$ cat config.mk
export PLATFORM = sky130hd
export DESIGN_NAME = kamus_if_fetch
export DESIGN_NICKNAME = d
export VERILOG_FILES = /design/src/rtl/kamus_pkg.sv /design/src/rtl/kamus_fetch_fifo.sv /design/src/rtl/kamus_if_fetch.sv
export SDC_FILE = /design/constraint.sdc
export NUM_CORES = 1
export LEC_CHECK = 0
export BUFFER_PORTS_ARGS = -buffer_cell sky130_fd_sc_hd__buf_2
export CAP_MARGIN = 20
export CORE_MARGIN = 2
export CORE_UTILIZATION = 58
export CTS_CLUSTER_DIAMETER = 200
export CTS_CLUSTER_SIZE = 10
export DETAILED_ROUTE_END_ITERATION = 8
export PLACE_DENSITY = 0.8
export SETUP_SLACK_MARGIN = 0.5
export SLEW_MARGIN = 5
export SYNTH_ARGS = -nofsm -noshare
export SYNTH_HDL_FRONTEND = slang
export SYNTH_SLANG_ARGS = --single-unit
export TNS_END_PERCENT = 100
$ cat constraint.sdc
create_clock -name clk_i -period 8 [get_ports clk_i]
set_clock_uncertainty 0.15 [all_clocks]
set_input_delay 0.8 -clock clk_i [delete_from_list [all_inputs] [get_ports clk_i]]
set_output_delay 0.8 -clock clk_i [all_outputs]
set_load 0.02 [all_outputs]
$ cat src/rtl/kamus_pkg.sv
// Shared kamus core types: fetch-queue entry layout, fetch granularity and the ID redirect-source select.
package kamus_pkg;

    localparam int unsigned KAMUS_XLEN        = 32;
    localparam int unsigned FETCH_WIDTH_BYTES = 4;

    typedef enum logic [1:0] {
        INSTR_ADDR_SEL_BOOT   = 2'd0,
        INSTR_ADDR_SEL_JUMP   = 2'd1,
        INSTR_ADDR_SEL_BRANCH = 2'd2,
        INSTR_ADDR_SEL_EXC    = 2'd3
    } instr_addr_sel_state_e;

    typedef struct packed {
        logic [KAMUS_XLEN-1:0] addr;
        logic [KAMUS_XLEN-1:0] data;
        logic                  err;
    } fq_entry_t;

    function automatic logic is_misaligned(input logic [1:0] addr_lo);
        return addr_lo != 2'b00;
    endfunction

endpackage

$ cat src/rtl/kamus_fetch_fifo.sv
// Synchronous FIFO of fq_entry_t with flush, occupancy output and same-cycle push+pop.
// A flush empties the queue; a push in the flush cycle becomes the sole surviving entry.
module kamus_fetch_fifo
    import kamus_pkg::*;
#(
    parameter int unsigned DEPTH = 4
) (
    input  logic                   clk_i,
    input  logic                   rst_ni,
    input  logic                   flush_i,
    input  logic                   push_i,
    input  fq_entry_t              wdata_i,
    input  logic                   pop_i,
    output fq_entry_t              rdata_o,
    output logic                   empty_o,
    output logic [$clog2(DEPTH):0] count_o
);
    localparam int unsigned PTR_W = $clog2(DEPTH);

    fq_entry_t        mem_q [DEPTH];
    logic [PTR_W-1:0] wr_ptr_q, rd_ptr_q;
    logic [PTR_W:0]   count_q;
    logic             full, do_push, do_pop;

    always_comb begin
        full    = (count_q == (PTR_W+1)'(DEPTH));
        do_pop  = pop_i & (count_q != '0) & ~flush_i;
        do_push = push_i & (~full | do_pop | flush_i);
    end

    always_ff @(posedge clk_i) begin
        if (!rst_ni) begin
            wr_ptr_q <= '0;
            rd_ptr_q <= '0;
            count_q  <= '0;
        end else if (flush_i) begin
            rd_ptr_q <= '0;
            wr_ptr_q <= do_push ? PTR_W'(1) : '0;
            count_q  <= do_push ? (PTR_W+1)'(1) : '0;
        end else begin
            if (do_push) wr_ptr_q <= wr_ptr_q + PTR_W'(1);
            if (do_pop)  rd_ptr_q <= rd_ptr_q + PTR_W'(1);
            count_q <= count_q + (PTR_W+1)'(do_push) - (PTR_W+1)'(do_pop);
        end
    end

    // Storage needs no reset: nothing is read unless count_q says it was written.
    always_ff @(posedge clk_i) begin
        if (do_push) mem_q[flush_i ? '0 : wr_ptr_q] <= wdata_i;
    end

    assign rdata_o = mem_q[rd_ptr_q];
    assign empty_o = (count_q == '0);
    assign count_o = count_q;

endmodule

$ cat src/rtl/kamus_if_fetch.sv
// kamus instruction-fetch stage: L1I req/gnt/rvalid port, in-order fetch queue to ID, redirect flush.
// Build option KAMUS_IF_MISALIGN_EXC_EN: misaligned redirect yields one err=1 entry and halts fetch.
module kamus_if_fetch
    import kamus_pkg::*;
#(
    parameter int unsigned     XLEN      = 32,
    parameter logic [XLEN-1:0] BOOT_ADDR = '0,
    parameter int unsigned     FQ_DEPTH  = 4
) (
    input  logic            clk_i,
    input  logic            rst_ni,
    input  logic            redirect_valid_i,
    input  logic [XLEN-1:0] redirect_addr_i,
    output logic            imem_req_o,
    output logic [XLEN-1:0] imem_addr_o,
    input  logic            imem_gnt_i,
    input  logic            imem_rvalid_i,
    input  logic [XLEN-1:0] imem_rdata_i,
    input  logic            imem_err_i,
    output logic            instr_valid_o,
    input  logic            instr_ready_i,
    output logic [XLEN-1:0] instr_data_o,
    output logic [XLEN-1:0] instr_addr_o,
    output logic            instr_err_o
);
    // Handshakes: a transfer happens at a posedge where valid (imem_req_o / instr_valid_o)
    // and ready (imem_gnt_i / instr_ready_i) are both high; payload is held stable until then,
    // and only a redirect may withdraw imem_req_o. rvalid responses are unconditionally accepted.
    localparam int unsigned     CNT_W   = $clog2(FQ_DEPTH) + 1;
    localparam logic [CNT_W:0]  CREDITS = (CNT_W+1)'(FQ_DEPTH);
    localparam logic [XLEN-1:0] PC_STEP = XLEN'(FETCH_WIDTH_BYTES);

    logic [XLEN-1:0]  fetch_pc_q, fetch_pc_d, pc_resp_q, pc_resp_d, target;
    logic [CNT_W-1:0] outstanding_q, outstanding_d, discard_q, discard_d, occupancy;
    logic [CNT_W:0]   credit_used;
    logic             req, grant, resp, resp_keep, push, pop, misalign;
    logic             halt_q, halt_d, fifo_empty;
    fq_entry_t        push_entry, head;

`ifdef KAMUS_IF_MISALIGN_EXC_EN
    assign misalign = is_misaligned(redirect_addr_i[1:0]);
    assign target   = redirect_addr_i;
`else
    assign misalign = 1'b0;
    assign target   = redirect_addr_i & ~XLEN'(3);
`endif

    always_comb begin
        credit_used   = {1'b0, occupancy} + {1'b0, outstanding_q};
        req           = rst_ni & ~redirect_valid_i & ~halt_q & (credit_used < CREDITS);
        grant         = req & imem_gnt_i;
        // Responses with nothing outstanding belong to requests lost across a reset.
        resp          = imem_rvalid_i & (outstanding_q != '0);
        resp_keep     = resp & (discard_q == '0) & ~redirect_valid_i;
        outstanding_d = outstanding_q + CNT_W'(grant) - CNT_W'(resp);
        pop           = instr_valid_o & instr_ready_i;
        push          = resp_keep;
        push_entry    = '{addr: pc_resp_q, data: imem_rdata_i, err: imem_err_i};
        discard_d     = discard_q;
        fetch_pc_d    = fetch_pc_q;
        pc_resp_d     = pc_resp_q;
        halt_d        = halt_q;
        if (redirect_valid_i) begin
            // imem_req_o is low this cycle, so outstanding_d already excludes any new grant.
            discard_d  = outstanding_d;
            fetch_pc_d = target;
            pc_resp_d  = target;
            halt_d     = misalign;
            if (misalign) begin
                push       = 1'b1;
                push_entry = '{addr: target, data: '0, err: 1'b1};
            end
        end else begin
            if (resp && (discard_q != '0)) discard_d = discard_q - CNT_W'(1);
            if (grant)     fetch_pc_d = fetch_pc_q + PC_STEP;
            if (resp_keep) pc_resp_d  = pc_resp_q + PC_STEP;
        end
    end

    always_ff @(posedge clk_i) begin
        if (!rst_ni) begin
            fetch_pc_q    <= BOOT_ADDR;
            pc_resp_q     <= BOOT_ADDR;
            outstanding_q <= '0;
            discard_q     <= '0;
            halt_q        <= 1'b0;
        end else begin
            fetch_pc_q    <= fetch_pc_d;
            pc_resp_q     <= pc_resp_d;
            outstanding_q <= outstanding_d;
            discard_q     <= discard_d;
            halt_q        <= halt_d;
        end
    end

    kamus_fetch_fifo #(
        .DEPTH (FQ_DEPTH)
    ) u_fetch_fifo (
        .clk_i   (clk_i),
        .rst_ni  (rst_ni),
        .flush_i (redirect_valid_i),
        .push_i  (push),
        .wdata_i (push_entry),
        .pop_i   (pop),
        .rdata_o (head),
        .empty_o (fifo_empty),
        .count_o (occupancy)
    );

    assign imem_req_o    = req;
    assign imem_addr_o   = req ? fetch_pc_q : '0;
    assign instr_valid_o = ~fifo_empty;
    assign instr_addr_o  = instr_valid_o ? head.addr : '0;
    assign instr_data_o  = instr_valid_o ? head.data : '0;
    assign instr_err_o   = instr_valid_o & head.err;

endmodule

Yosys cells after proc, flatten, opt, wreduce, memory -nomap -nowiden:

Memory sizes are Yosys's and may differ from the RTL's. A register that Yosys moved wholly into a read port is not among the register bits.
Index checks and enable logic that the tools add are counted.
W data, S select, Z words.

* output and inout port bits: 99
* input bits: 71
* logic and storage cells: 69
* memories: 1
* register bits after elaboration: 77
* bits in writable memories: 260

* $lt $le $gt $ge: 1
* mux-type cells: 19
* reduce and logical (&&, ||, !) cells: 11
* add/subtract/negate cells: 10
* equality and inequality tests: 1
* bitwise operators: 17

Memory list
* u_fetch_fifo.mem_q: depth 4, width 65, rd ports 1, clocked after memory_dff 1, write ports 1, line kamus_fetch_fifo.sv:20 `fq_entry_t mem_q [DEPTH];`

Operators with widths (number)
* $mux W32: 7
* $add A32 B3 Y32 const B: 2
* $and A1 B1 Y1: 11
* $mux W2: 5
* $mux W3: 3
* $reduce_bool A3 Y1: 3
* $reduce_bool A2 Y1: 4
* $add A3 B1 Y3: 2
* $logic_not A3 Y1: 2
* $sub A3 B1 Y3: 2
* $add A2 B1 Y2 const B: 2
* $add A3 B3 Y4: 1
* $lt A4 B3 Y1 const B: 1
* $mux W1: 4
* $not A1 Y1: 4
* $eq A3 B3 Y1 const B: 1
* $sub A3 B1 Y3 const B: 1
* $or A1 B1 Y1: 2
* $reduce_or A2 Y1: 1
* $logic_and A1 B1 Y1: 1

Longest topological paths before layout:

* depth in word-level cells: 11
* gate-level depth with buffers: 15

Hierarchy:

A second synthesis with hierarchy kept.

* cell total of the unflattened synthesis: 964
* area total of the unflattened synthesis: 14176.1 sq um

By module, submodules not included
* kamus_fetch_fifo: cells each 393, area an instance 9864.5 sq um, instances 1
* kamus_if_fetch: cells each 571, area an instance 4311.6 sq um, instances 1

Worst setup path after synthesis:

OpenSTA, ideal clock, no wires.

* kind: input-to-reg
* start point: input imem_rvalid_i
* end point: memory u_fetch_fifo.mem_q[0][0] in the netlist's numbering (enable)
* data required time: 7.289 ns
* path buffers: 0
* arrival time: 5.771 ns
* setup time: 0.561 ns
* slack: 1.518 ns
* cell stages on the path: 4
* path through: nand3b_1 -> nor2_1 -> nand2_1 -> nor3_1

* longest elaborated chain between the ends: 6

Ends and longest elaborated chain
* from (decl): line kamus_if_fetch.sv:17 `input logic imem_rvalid_i,`
* $and A1 B1 Y1: line kamus_if_fetch.sv:53 `resp = imem_rvalid_i & (outstanding_q != '0);`
* $and A1 B1 Y1 (2 in series): line kamus_if_fetch.sv:54 `resp_keep = resp & (discard_q == '0) & ~redirect_valid_i;`
* $and A1 B1 Y1: line kamus_fetch_fifo.sv:28 `do_push = push_i & (~full | do_pop | flush_i);`
* $mux W1 (2 in series): line kamus_fetch_fifo.sv:49 `if (do_push) mem_q[flush_i ? '0 : wr_ptr_q] <= wdata_i;`
* to (decl): line kamus_fetch_fifo.sv:20

No other way between the ends.

Worst setup path in the final report:

* start point: input rst_ni
* end point: register discard_q[2]

* longest elaborated chain between the ends: 6

Ends and longest elaborated chain
* from (decl): line kamus_if_fetch.sv:11 `input logic rst_ni,`
* $and A1 B1 Y1 (2 in series): line kamus_if_fetch.sv:50 `req = rst_ni & ~redirect_valid_i & ~halt_q & (credit_used < CREDITS);`
* $and A1 B1 Y1: line kamus_if_fetch.sv:51 `grant = req & imem_gnt_i;`
* $add A3 B1 Y3: line kamus_if_fetch.sv:55 `outstanding_d = outstanding_q + CNT_W'(grant) - CNT_W'(resp);`
* $sub A3 B1 Y3: line kamus_if_fetch.sv:55
* $mux W3: line kamus_if_fetch.sv:63 `if (redirect_valid_i) begin`
* to (signal assigned): line kamus_if_fetch.sv:91 `discard_q <= discard_d;`
* to (decl): line kamus_if_fetch.sv:34 `logic [CNT_W-1:0] outstanding_q, outstanding_d, discard_q, discard_d, occupancy;`

Parallel ways exist; a longest one is shown, timed or not.
A chain may end at the register's enable or synchronous reset.

==> out/qor.txt <==
Status: completed
Synth Warn #: 0
Final Hold Vio Count: 0
Initial Util: 0.586
CP Data Arrival Time: 4250 ps
Slew @ Worst Pin: 932 ps
Slew headroom: 0.374
Worst hold slack: 346 ps
Mux share of post-synthesis cell area: 0.107
Synth async-reset ratio: 0
Hpwl dp: 17000 um
Mapped Avg Cell Area: 15.0 um^2
RSZ-0062 raised after global routing: no
Comb pwr share: 0.095
Clock latency on the worst-skew pair: 510 ps
Pleak: 0.00561 uW
Detailed Routing Iterations Pass 1: 5
Simple-gate area share of the yosys netlist: 0.118
Post-CTS Setup Repair Bufs: 0
Starting DRT DRC Count: 577
Initial antenna violation count: 1
TritonCTS clock tree: yes
Max VDD drop: 0.000160 V
Clk pwr share: 0.392
Setup-failing EPs final: 0
Chain of cells forming the critical path: buf_2 > nand2b_1 > nor3_4 > inv_1 > ha_1 > inv_1 > ha_1 > inv_1 > fa_1 > xor2_1 > xnor2_1 > nand2_1 > o211a_1
DRC viols: 0
Crit Path Max Fanout: 39
Post-route antenna net violation count: 0
Worst-case clock buffer depth: 3
Largest family of logic cells by synthesized area: simple AND/OR/NAND/NOR gates
Critical Path RT: 8260 ps
Switching share of power: 0.233
Die Y: 157 um
Final Wtd Congestion: 0.849
Synth unique cells: 54
Critical Path End Type: flop
Clk sinks: 327
Min cycle time layout: 3990 ps
Crit Path Category: in2reg
Tot GR Track Use: 0.231
Synth top area cells: edfxtp_1 55%, dfxtp_1 11%, mux4_2 10%
Sequential share of power: 0.513
Most used cell along the critical path: inv_1
Most frequent cell after synthesis: edfxtp_1
Area leader, netlist: edfxtp_1
Congestion Overflow GR: 0
Sw Pwr: 898 uW
Final WL: 28600 um
First-pass GRT wire length: 43900 um
Layout cells sized above 1: 0.274
Mapped cell area: 13600 um^2
# hold bufs at CTS: 0
Core area: 23300 um^2
Startpoint Class: primary input
Hold Crit Class: in2reg
Via Count: 8335
Post-layout net count: 1159
Area Overhead vs Synth: 16.3%
Largest net degree at the start of global routing: 66
Number of placed I/O pins: 170
Crit share post-route: 0.499
Pwr/cell area: 243 nW/um^2
Synth Area in Adders: 0.0121
Final TNS setup: 0 ps
Post-synthesis sequential area ratio: 0.665
Compound-Gate Fraction of Synth Area: 0.0420
Avg WL per Cell: 20.2 um
Fillcell total: 1587
Slowest CP cell: nor3_4
Yosys top cell area share: 0.555
Port bufs: 163
Clk slew on worst S/H paths: 60 ps
Max-capacitance violation count: 0
Post_cts resized: 0
Post-Synth XOR/XNOR Area: 0.0347
Pint: 2960 uW
Synth top cells by count: 252 x edfxtp_1, 98 x and2_1, 75 x dfxtp_1
Vias per inst: 5.89
Die Area: 24800 um^2
Slowest cell delay on critical path: 730 ps
Post-synthesis register bit count: 327
H-tree levels: 2
Peak Freq: 0.251 GHz
Syn Inst Count: 909
EDFF count, synth: 252
Fin. max-slew vios: 0
Die Wd: 157 um
Vias in the first global route: 8032
Clock Tree Root: clkbuf_16
Primary FF master, synth: edfxtp_1
Row count: 56
Inserted Clock Buffers: 38
==> cells by family (layout without fill, tap and decap cells) <==
logic type               after synthesis  count (layout)
buffers and inverters                 69             253
adder cells (fa/ha/maj)               12              12
AND/OR/NAND/NOR                      276             276
XOR/XNOR                              54              54
AO/OA/AOI/OAI                        103             103
other                                  1               5
flip-flops                           327             327
multiplexers                          67              67
==> area by class of cell <==
| cell class | count | area (um^2) | share of cell area |
|---|---|---|---|
| diodes | 1 | 2.50 | 0.000158 |
| clock buffers | 57 | 1040 | 0.0658 |
| clock inverters | 3 | 37.5 | 0.00237 |
| inverters | 19 | 71.3 | 0.00450 |
| multi-input cells | 516 | 4320 | 0.273 |
| flip-flops and latches | 327 | 9070 | 0.572 |
| well taps | 319 | 399 | 0.0252 |
| repair buffers | 174 | 905 | 0.0571 |
==> sequential cells by signal (all words and copies together), names as in the netlist, named ones only <==
name and flops:
u_fetch_fifo.count_o 3, fetch_pc_q 30, pc_resp_q 30, u_fetch_fifo.rd_ptr_q 2, u_fetch_fifo.mem_q 252, discard_q 3
u_fetch_fifo.wr_ptr_q 2, outstanding_q 3
==> path summary, 6_finish.rpt <==
path	depth (start not counted)	slack, ps	startpoint	end
min	1	350	imem_rdata_i[8]	u_fetch_fifo.mem_q[3][9]$_DFFE_PP_
max	13	4010	rst_ni	discard_q[2]$_SDFFE_PN0P_
min reg2reg	2	380	u_fetch_fifo.rd_ptr_q[1]$_SDFFE_PP0P_	u_fetch_fifo.rd_ptr_q[1]$_SDFFE_PP0P_
max reg2reg	13	4410	outstanding_q[2]$_SDFF_PN0_	discard_q[2]$_SDFFE_PN0P_
==> power by group through the flow <==
stage / sequential, uW / combinational, uW / clock (uW)
floorplan: 2000 / 257 / 0
global route: 1990 / 404 / 1600
CTS: 1980 / 369 / 1540
detailed placement: 2010 / 365 / 0
finish: 1980 / 368 / 1510
global placement: 2010 / 355 / 0
==> critical path: cells and delay by family <==
kind / cells / cell delay [ps]
fa+ha+maj: 3 / 800
simple gates: 3 / 1450
xor+xnor: 2 / 340
compound gates: 1 / 140
buf+inv: 4 / 700
==> metrics by stage <==
step / cell area [um^2] / util / worst slack (ps) / total power (uW) / cells
3_5_place_dp: 14800 / 0.634 / 3490 / 2380 / 1354
2_1_floorplan: 13600 / - / 1520 / 2250 / 912
3_3_place_gp: 14800 / 0.634 / 3540 / 2360 / 1354
5_1_grt: 15900 / 0.681 / 3730 / 3990 / 1415
6_report: 15900 / 0.682 / 4010 / 3860 / 1416
4_1_cts: 15800 / 0.681 / 3530 / 3890 / 1414
==> routing by layer <==
layer | vias to the layer above | share of wire | global-route usage
met5 | - | 0 | 0
met4 | 0 | 0.019 | 0.0619
met3 | 44 | 0.074 | 0.0460
met2 | 353 | 0.49 | 0.377
met1 | 4140 | 0.42 | 0.322
li1 | 3798 | - | -
==> layout by cell type (no fill, tap or decap), types with 3 or more instances in the layout <==
cell type and n:
nand3_1 32, mux4_2 63, and2_1 98, or3_1 3, clkbuf_1 18, nor2_1 26
o22ai_1 3, nor3b_1 4, and3_1 14, nand4_1 28, nor3_2 5, and4_1 5
xor2_1 34, a31oi_1 7, clkbuf_16 39, nor3_1 7, buf_2 163, conb_1 4
xnor2_1 20, dfxtp_1 73, a21oi_1 47, inv_1 17, o21ai_0 32, ha_1 10
edfxtp_1 252, nor4_1 10, nand2_1 28, buf_4 10
Note: power is estimated with default switching activity, not from simulation.
